===== src/rtl/icache_direct.sv =====
// icache_direct: direct-mapped read-only instruction cache with single-line refill; optional ICACHE_STATS_EN hit/miss counters
package brisc_pkg;
  localparam int ILEN = 32;
  localparam int ADDRESS_BITS = 32;
endpackage

module icache_direct
  import brisc_pkg::*;
#(
  parameter int NUM_LINES  = 4,
  parameter int LINE_BYTES = 16,
  parameter int LINE_BITS  = LINE_BYTES * 8
) (
  input  logic                    clk,
  input  logic                    reset,
  input  logic [ADDRESS_BITS-1:0] pc,
  input  logic                    fetch_valid,
  input  logic                    flush,
  output logic [ILEN-1:0]         instr,
  output logic                    hit,
  output logic                    icache_stall,
  output logic                    mem_req,
  output logic [ADDRESS_BITS-1:0] mem_addr,
  input  logic                    mem_resp,
  input  logic [LINE_BITS-1:0]    mem_data
`ifdef ICACHE_STATS_EN
  ,
  output logic [31:0]             stat_hits,
  output logic [31:0]             stat_misses
`endif
);
  localparam int OFF  = $clog2(LINE_BYTES);
  localparam int IDX  = $clog2(NUM_LINES);
  localparam int TAGW = ADDRESS_BITS - OFF - IDX;
  localparam int WB   = (OFF > 2) ? OFF - 2 : 1;
  typedef enum logic [1:0] {IDLE, REQ, WAIT} state_t;
  state_t                  r_state, w_next;
  logic [LINE_BITS-1:0]    r_data [NUM_LINES];
  logic [TAGW-1:0]         r_tag  [NUM_LINES];
  logic [NUM_LINES-1:0]    r_valid;
  logic [ADDRESS_BITS-1:0] r_addr;
  logic                    r_flushed;
  logic [IDX-1:0]          w_idx, w_fidx;
  logic [TAGW-1:0]         w_tag;
  logic [WB-1:0]           w_word;
  logic                    w_fill, w_miss, w_unused;
  assign w_idx    = pc[OFF+IDX-1:OFF];
  assign w_tag    = pc[ADDRESS_BITS-1:OFF+IDX];
  assign w_word   = (LINE_BYTES == 4) ? '0 : WB'(pc[ADDRESS_BITS-1:2]);
  assign w_fidx   = r_addr[OFF+IDX-1:OFF];
  assign w_fill   = r_state == WAIT && mem_resp;
  assign w_unused = ^pc[1:0];
  // Lookup, stall and memory handshake outputs
  always_comb begin
    hit          = fetch_valid && r_state == IDLE && r_valid[w_idx] && r_tag[w_idx] == w_tag;
    instr        = hit ? r_data[w_idx][ILEN*w_word +: ILEN] : '0;
    w_miss       = fetch_valid && r_state == IDLE && !hit;
    icache_stall = r_state != IDLE || w_miss;
    mem_req      = r_state == REQ || (r_state == WAIT && !mem_resp);
    mem_addr     = r_addr;
    w_next       = r_state == IDLE ? (w_miss ? REQ : IDLE) : r_state == REQ ? WAIT : (mem_resp ? IDLE : WAIT);
  end
  // State, refill address, valid bits; a flush during refill keeps the filled line invalid
  always_ff @(posedge clk) begin
    if (reset) begin
      r_state   <= IDLE;
      r_addr    <= '0;
      r_flushed <= 1'b0;
      r_valid   <= '0;
    end else begin
      r_state <= w_next;
      if (w_miss) r_addr <= {pc[ADDRESS_BITS-1:OFF], {OFF{1'b0}}};
      r_flushed <= r_state != IDLE && (flush || r_flushed);
      if (flush) r_valid <= '0;
      else if (w_fill && !r_flushed) r_valid[w_fidx] <= 1'b1;
    end
  end
  // Line data and tag storage, written only on the refill response
  always_ff @(posedge clk) begin
    if (w_fill) begin
      r_data[w_fidx] <= mem_data;
      r_tag[w_fidx]  <= r_addr[ADDRESS_BITS-1:OFF+IDX];
    end
  end
`ifdef ICACHE_STATS_EN
  logic [31:0] r_hits, r_misses;
  // Hit and miss counters, cleared only by reset
  always_ff @(posedge clk) begin
    if (reset) begin
      r_hits   <= '0;
      r_misses <= '0;
    end else begin
      if (hit) r_hits <= r_hits + 32'd1;
      if (w_miss) r_misses <= r_misses + 32'd1;
    end
  end
  assign stat_hits   = r_hits;
  assign stat_misses = r_misses;
`endif
endmodule


===== config.mk =====
export PLATFORM = sky130hd
export DESIGN_NAME = icache_direct
export DESIGN_NICKNAME = d
export VERILOG_FILES = /design/src/rtl/icache_direct.sv
export SDC_FILE = /design/constraint.sdc
export NUM_CORES = 1
export LEC_CHECK = 0
export BUFFER_PORTS_ARGS = -buffer_cell sky130_fd_sc_hd__buf_2
export CAP_MARGIN = 20
export CORE_ASPECT_RATIO = 1.5
export CORE_UTILIZATION = 55
export DETAILED_ROUTE_END_ITERATION = 10
export GPL_TIMING_DRIVEN = 0
export PLACE_DENSITY_LB_ADDON = 0.08
export SLEW_MARGIN = 10
export SYNTH_ARGS = -nofsm -noshare
export SYNTH_HDL_FRONTEND = slang
export SYNTH_SLANG_ARGS = --single-unit

===== constraint.sdc =====
create_clock -name clk -period 23.3 [get_ports clk]
set_input_delay 2.33 -clock clk [delete_from_list [all_inputs] [get_ports clk]]
set_output_delay 2.33 -clock clk [all_outputs]
set_load 0.03 [all_outputs]

## Word-level counts from Yosys, hierarchy flattened

Memories as Yosys holds them, arrays and structs flattened.
Index checks and enable logic that the tools add are counted.

- Memories kept: 2
- Word-level logic and storage cells: 43
- Flip-flop bits (word level): 35
- Memory bits (writable): 616
- Output and inout bits: 67
- Input bits: 165

Memory list:

| memory | depth | width | rd ports | clocked after memory_dff | wr ports | line | text |
|---|---|---|---|---|---|---|---|
| r_data | 4 | 128 | 1 | 0 | 1 | 38 | `logic [LINE_BITS-1:0] r_data [NUM_LINES];` |
| r_tag | 4 | 26 | 1 | 0 | 1 | 39 | `logic [TAGW-1:0] r_tag [NUM_LINES];` |

- Eq/ne operators: 3
- Shift-type cells: 1
- Order comparisons: 3
- Reductions and logical operators: 18
- Bitwise operators: 1
- Muxes and demuxes: 11

Operators with widths:

| cell | count |
|---|---|
| 128-bit by 8-bit variable part select with 32-bit output | 1 |
| 32-bit two-way mux | 1 |
| 26-bit == test | 1 |
| 1-bit logical AND | 9 |
| 2-bit by 3-bit < comparator with 1-bit output (second input constant) | 2 |
| 2-bit two-way mux | 3 |
| 1-bit two-way mux | 5 |
| 4-bit bitwise OR | 1 |
| 1-bit logical NOT | 3 |
| 1-bit logical OR | 3 |
| 1-bit binary-select mux with 2-bit select | 1 |
| 1-bit demux with 2-bit select | 1 |
| 2-bit by 1-bit == test with 1-bit output (second input constant) | 1 |
| 2-bit == test (second input constant) | 1 |
| 2-bit by 1-bit greater-or-equal comparator with 1-bit output (second input constant) | 1 |
| 2-bit logical NOT | 1 |
| 2-bit nonzero test | 1 |
| 2-bit OR reduction | 1 |

## Depth between registers and ports, before layout

Gate-level depths: netlist of the first run.

- Depth after elaboration: 8
- Depth in mapped cells: 12
- Mapped depth without buffers: 7

## Worst setup path before layout of the first run

No wires, ideal clock.

- Kind: input -> register
- Start point: in mem_resp
- End point: mem r_data[0][0] (netlist bit), enable pin
- Path slack: 5,359 ps
- Arrival: 16,896 ps
- Library setup time: 1,044 ps
- Stages on the path: 2
- Data required time: 22,256 ps
- Path buffers: 0
- Cells stage by stage: nand2_1 > nor4_1

- Longest elaborated chain between the ends: 3

RTL lines:

| item | line | text |
|---|---|---|
| start: declaration | 24 | `input logic mem_resp,` |
| 1-bit logical AND | 51 | `assign w_fill = r_state == WAIT && mem_resp;` |
| 1-bit two-way mux | 80 | `if (w_fill) begin` |
| 1-bit two-way mux (not written as such) | 81 | `r_data[w_fidx] <= mem_data;` |
| end: declaration | 38 |  |

No other way between the ends.

## Worst setup path in the final report of the first run

- Start point: in pc[4]
- End point: out instr[10]

- Longest elaborated chain between the ends: 5
- Elaborated cells between the ends (all ways): 9
- Those cells by class: eq/ne (1); shift (1); mux (3); reduce/logical (2); memory (2)

RTL lines:

| item | line | text |
|---|---|---|
| start: declaration | 16 | `input logic [ADDRESS_BITS-1:0] pc,` |
| parallel branches: the longest is 4 deep, another holds memory 4 x 128 bit | - |  |
| 32-bit two-way mux * | 56 | `instr = hit ? r_data[w_idx][ILEN*w_word +: ILEN] : '0;` |
| end: declaration | 19 | `output logic [ILEN-1:0] instr,` |

Mark *: on every way between the ends. The select of a mux whose other input is x is not followed.

==> results of run 1 <==
[through the flow]
| step | hold WS (ns) | setup TNS [ns] | instance area [um^2] | setup slack [ns] |
|---|---|---|---|---|
| finish | 0.509 | 0 | 29700 | 14.56 |
| global route | 0.526 | 0 | 29600 | 14.51 |
| CTS | 0.514 | 0 | 29600 | 14.56 |
| detailed placement | 0.502 | 0 | 27700 | 14.53 |
| floorplan | 0.477 | 0 | 25200 | 5.36 |
| global placement | 0.491 | -1166.34 | 27100 | -7.60 |
[placed cells by master, fill, tap and decap left out, types with 5 or more instances in the layout]
cell	instances
a21oi_1	5
buf_12	9
buf_16	7
buf_2	245
buf_4	27
bufinv_16	8
clkbuf_1	43
clkbuf_16	61
clkinv_1	13
clkinv_2	11
dfxtp_1	35
diode_2	9
edfxtp_1	616
mux2i_1	49
mux4_1	8
mux4_2	169
nand2_1	5
nand2b_1	56
nor2_1	6
nor2b_1	32
nor3_1	8
xnor2_1	18
xor2_1	7
[where the power goes]
group	total (mW)	leakage (nW)	internal, mW	switching (mW)
Combinational	0.142	3.27	0.0659	0.0758
Sequential	1.30	5.82	1.30	0.00843
Clock	0.972	0.952	0.565	0.407
Total	2.42	10.0	1.93	0.491
[worst paths after layout]
check	from	endpoint	slack, ns
worst max-delay path	pc[4]	instr[10]	14.56
worst min-delay path	r_valid[3]$_SDFFE_PP0P_	r_valid[3]$_SDFFE_PP0P_	0.51
worst max register to register	r_tag[1][21]$_DFFE_PP_	mem_addr[22]$_SDFFE_PP0P_	20.13
worst min register to register	r_valid[3]$_SDFFE_PP0P_	r_valid[3]$_SDFFE_PP0P_	0.51
[layer usage]
layer  GRT usage [%]  up-vias  share of wire (%)
met5               0        -               0.27
met4            7.71       20                2.3
met3            4.15      103                5.2
met2            42.3      350                 53
met1            30.2     6396                 39
li1                -     5331                  -
[registers in the layout, summed over array words and instances (netlist names)]
signal	flops
mem_addr	28
r_data	512
r_flushed	1
r_state	2
r_tag	104
r_valid	4
[cell type report]
type / instances / area [um^2]
flip-flops and latches: 651 / 19200
fillers: 3086 / 15400
multi-input cells: 406 / 5730
repair buffers: 269 / 1700
clock buffers: 74 / 1580
well taps: 582 / 728
clock inverters: 34 / 362
plain buffers: 60 / 320
diodes: 9 / 22.5
inverters: 3 / 11.3
[logic make-up (layout without fill, tap and decap cells)]
kind of cell              count (synthesis)  count (layout)  share of synthesized area, %
DFF                                     651             651                          76.1
muxes                                   228             228                          17.9
and+or+nand+nor                         128             128                          3.16
buffers and inverters                    63             440                          1.31
xor gates and xnor gates                 25              25                         0.868
AOI/OAI and AO/OA                        21              21                         0.615
other                                     1              13                        0.0149
[worst max-delay path: cells and delay by family]
family | cells | cell delay [ns]
buffers and inverters | 6 | 2.26
AND/OR/NAND/NOR | 3 | 1.48
AO/OA/AOI/OAI | 1 | 0.31
==> impl_metrics.toml, run 1 <==
[outcome]
status = "completed"

[placement]
place.gp.congestion = 0.856
portBuffers = 222
detailedPlacementHpwl_um = 36900
place_inst = 1969

[route]
drt_wl_total_um = 54800
dr.first_iter.drc_count = 840
ant_nets = 0
vias = 12200
dr.pass1.iters = 5
wl_per_cell_um = 26.2
drcViolationCount = 0
vias_per_cell = 5.84

[die]
coreArea_um2 = 45000
dieWidth_um = 177
ioPinCount = 232
die_area_um2 = 46800
start_util_pct = 56.0
die_h_um = 264
num_rows = 95

[layout]
finalNonFillerCells = 2088
nets = 1614
drive_above_1_share_pct = 37.2
area_growth_pct = 17.5
postLayoutCoreUtil_pct = 65.8

[synthesis]
yosys.area.top_type = "edfxtp_1"
synth-edff-count = 616
ys_ff_latch = 651
yosysWarningCount = 0
synth_flop_cell = "edfxtp_1"
postSynthAreaPerCell_um2 = 22.6
netlist_area_um2 = 25200
synth_common_cells = "edfxtp_1 (616), mux4_2 (169), nand2b_1 (56), mux2i_1 (49), dfxtp_1 (35)"
synth_cells = 1117
synth.distinct_cells = 48
async_reset_ff_share_pct = 0
synthMostInstantiatedCell = "edfxtp_1"
yosysSeqAreaShare_pct = 76.1
synth_area_leaders = "edfxtp_1 (73%), mux4_2 (15%), dfxtp_1 (2.8%)"
synth_top_area_share_pct = 73.3

[clocking]
path_clk_slew_ns = 0.06
cts_tree = "yes"
numCtsBuffers = 58
cts_hold_buf = 0
clk-insertion-delay-late_ns = 0.59
clkSinkCount = 651
ctsHtreeMaxLevel = 2
post-cts-setup-buffers = 0
root_buffer = "clkbuf_16"
cts_buffer_depth = 3
cts_resized = 0

[sta]
fmax_mhz = 114
drv_slew = 0
setup-violations-final = 0
fin_crit_sh_pct = 37.5
rsz0062_at_grt = "false"
worstMarginPinSlew_ns = 0.965
slew_headroom_pct = 35.6
finalClockSkew_ns = 0.0151
layout_min_cycle_time_ns = 8.74
hold_viol_final = 0

[global_route]
overflow = 0
antenna_found_initial = 15
grt_pass1_vias = 13041
track_usage_pct = 24.0
grt_pass1_wl_um = 80700
grt_start_max_net_pins = 49

[setup_path]
worst_path_max_delay_cell = "clkbuf_1"
crit_path_start_kind = "primary input"
reg2reg_depth = 9
path_cells = "buf_2, buf_2, buf_2, clkbuf_1, a21oi_1, nor4_2, nand4_2, clkbuf_1, nor2b_1, buf_2"
critPathArrivalTime_ns = 6.41
critPathKind = "in -> out"
crit_top_cell = "buf_2"
crit_path_max_incr_delay_ns = 0.66
cp_max_fo = 10
endpoint_kind = "output port"
cp.required_ns = 20.97

[worst_hold_path]
hold_class = "reg -> reg"
hold_depth = 2

[flow_run]
max_cap_viol_count = 0

[power]
ir_drop_mv = 0.0670
total_power_mw = 2.42
power_per_cell_area_nw_per_um2 = 81.5
leakage_nw = 10.0
(Power assumes the default switching activity.)
==> run 2, diff against run 1 <==
--- a/config.mk
+++ b/config.mk
@@ -5,6 +5,7 @@
 export SDC_FILE = /design/constraint.sdc
 export NUM_CORES = 1
 export LEC_CHECK = 0
+export ABC_AREA = 1
 export BUFFER_PORTS_ARGS = -buffer_cell sky130_fd_sc_hd__buf_2
 export CAP_MARGIN = 20
 export CORE_ASPECT_RATIO = 1.5
==> constraint.sdc (replaced) <==
create_clock -name clk -period 8.43 [get_ports clk]
set_input_delay 0.843 -clock clk [delete_from_list [all_inputs] [get_ports clk]]
set_output_delay 0.843 -clock clk [all_outputs]
set_load 0.03 [all_outputs]
==> run 2 against run 1 <==
  * Sequential share of layout area is 2.7 points lower
  * Final area is 4.4% higher
  * Clock skew is 0.0048 ns higher
  * Flip-flop and latch count stayed put
  * Combinational power grew to 3.8 times the previous value
  * Worst hold slack worse by 0.093 ns
  * Via count is 55% higher
  * Final cell count is 55% higher
  * First-iteration DRC count is 120% higher
  * Utilization is 0.097 points higher
  * Critical endpoint is now instr[4]
  * Largest cell class unchanged
  * Largest power group unchanged
  * Highest routed layer unchanged
==> impl_metrics.toml, run 2 <==
[outcome]
status = "completed"

[power]
power_per_cell_area_nw_per_um2 = 222
total_power_mw = 6.88
ir_drop_mv = 0.205
leakage_nw = 11.9

[clocking]
cts_hold_buf = 0
post-cts-setup-buffers = 0
clk-insertion-delay-late_ns = 0.62
root_buffer = "clkbuf_16"
ctsHtreeMaxLevel = 2
path_clk_slew_ns = 0.07
numCtsBuffers = 58
cts_tree = "yes"
clkSinkCount = 651
cts_buffer_depth = 3
cts_resized = 0

[worst_hold_path]
hold_path_end = "r_state[0]$_SDFF_PP0_"
hold_depth = 2
hold_class = "in -> reg"
hp-start = "reset"

[synthesis]
yosysWarningCount = 0
async_reset_ff_share_pct = 0
ys_ff_latch = 651
postSynthAreaPerCell_um2 = 11.9
synth.distinct_cells = 28
synthMostInstantiatedCell = "nand2_1"
synth_cells = 2220
synth-edff-count = 616
yosysSeqAreaShare_pct = 72.8
synth_common_cells = "nand2_1 (726), edfxtp_1 (616), nand3_1 (223), a21oi_1 (166), nor2_1 (102)"
yosys.area.top_type = "edfxtp_1"
synth_area_leaders = "edfxtp_1 (70%), nand2_1 (10%), nand3_1 (4.2%)"
synth_top_area_share_pct = 70.2
netlist_area_um2 = 26400
synth_flop_cell = "edfxtp_1"

[die]
start_util_pct = 56.1
num_rows = 97
dieWidth_um = 181
die_h_um = 270
ioPinCount = 232
die_area_um2 = 48800
coreArea_um2 = 47000

[sta]
rsz0062_at_grt = "false"
hold_viol_final = 0
fmax_mhz = 206
layout_min_cycle_time_ns = 4.86
setup-violations-final = 0
finalClockSkew_ns = 0.0199
whs_ns = 0.416
slew_headroom_pct = 30.3
drv_slew = 0
fin_crit_sh_pct = 57.7
worstMarginPinSlew_ns = 1.05

[layout]
layout_commonest_cell = "nand2_1"
largest_reg_flops = 512
drive_above_1_share_pct = 17.3
fillers = 3597
regMostFlops = "r_data"
nets = 2751
mostFrequentLayoutCells = "nand2_1 (726), edfxtp_1 (616), buf_2 (258)"
area_growth_pct = 17.4

[setup_path]
timing.rr.start = "mem_addr[5]$_SDFFE_PP0P_"
critPathArrivalTime_ns = 4.02
rrSetupSlack_ns = 5.73
reg2reg_depth = 7
critPathKind = "in -> out"
reg2reg_to = "r_data[3][97]$_DFFE_PP_"
endpoint_kind = "output port"
crit_path_start_kind = "primary input"
cp_max_fo = 10
cp.required_ns = 7.59

[route]
dr.first_iter.drc_count = 1873
vias = 18959
vias_per_cell = 5.85
drt_wl_total_um = 77300
drcViolationCount = 0
wl_per_cell_um = 23.8
dr.pass1.iters = 6
ant_nets = 0

[global_route]
antenna_found_initial = 22
grt_start_max_net_pins = 16
overflow = 0
track_usage_pct = 31.7
grt_pass1_wl_um = 114000
grt_pass1_vias = 19110

[flow_run]
max_cap_viol_count = 0

[placement]
place.gp.congestion = 0.955
detailedPlacementHpwl_um = 56200
portBuffers = 222
-- run 2: changes by cell type after synthesis, moves of 31 or more --
| cell | delta |
|---|---|
| a21oi_1 | +161 |
| nor2_1 | +96 |
| mux4_2 | -169 |
| clkbuf_1 | +49 |
| inv_1 | +50 |
| nor2b_1 | -33 |
| a32o_1 | +32 |
| nand2b_1 | -56 |
| nand2_1 | +721 |
| a22oi_1 | +31 |
| nand3_1 | +222 |
| mux2i_1 | -49 |
-- run 2: final cells by class --
class	count	area [um^2]	share of cell area, %
antenna	12	30.0	0.0970
buffer	142	642	2.07
clock buffer	68	1510	4.88
clock inverter	42	442	1.43
inverter	56	210	0.679
multi-input combinational	1374	6340	20.5
sequential	651	19200	62.0
tap	594	743	2.40
timing repair buffer	303	1840	5.95
-- run 2: report_power, final --
part | total, mW | leakage [nW] | internal (mW) | switching (mW)
logic | 0.541 | 5.07 | 0.159 | 0.382
clock network | 2.72 | 0.937 | 1.53 | 1.19
registers | 3.61 | 5.86 | 3.59 | 0.0270
total | 6.88 | 11.9 | 5.28 | 1.60
-- run 2: worst max path at each step --
stage | from | endpoint | slack, ns
after floorplan | mem_resp | r_data[0][0]$_DFFE_PP_ | -3.86
after global placement | mem_resp | r_data[2][97]$_DFFE_PP_ | -13.25
after detailed placement | pc[4] | instr[3] | 3.65
after CTS | pc[4] | instr[3] | 3.63
after global routing | pc[5] | instr[5] | 3.57
final | pc[5] | instr[4] | 3.57
-- run 2: worst max-delay path, cell delays in order --
cell and delay (ns):
buf_2 0.11, inv_1 0.17, buf_2 0.35, clkbuf_1 0.64
buf_1 0.67, a21oi_1 0.11, a32o_1 0.30, o211ai_1 0.33
nand2_1 0.08, nor2_1 0.15, buf_2 0.25
-- run 2: cell families after synthesis --
kind of cell / after synthesis / share of synthesized area [%]
AND/OR/NAND/NOR: 1075 / 16.6
flip-flops: 651 / 72.8
AO/OA/AOI/OAI: 295 / 7.34
buffers and inverters: 198 / 3.23
other: 1 / 0.0142
-- run 2: per-layer routing --
metal | global-route usage [%] | share of wire, %
met2 | 56.9 | 52
met3 | 4.81 | 6.8
met4 | 17.8 | 5.4
met1 | 36.0 | 35
met5 | 0 | 0.22
-- run 2: per-stage QoR --
step,std cells,utilization (%),setup TNS (ns),area [um^2],setup WS (ns)
floorplan,2223,-,-2368.87,26400,-3.86
global placement,3039,60.1,-8107.01,28200,-13.25
detailed placement,3120,61.7,0,29000,3.65
CTS,3230,65.9,0,30900,3.63
global route,3238,65.9,0,30900,3.57
finish,3242,65.9,0,31000,3.57
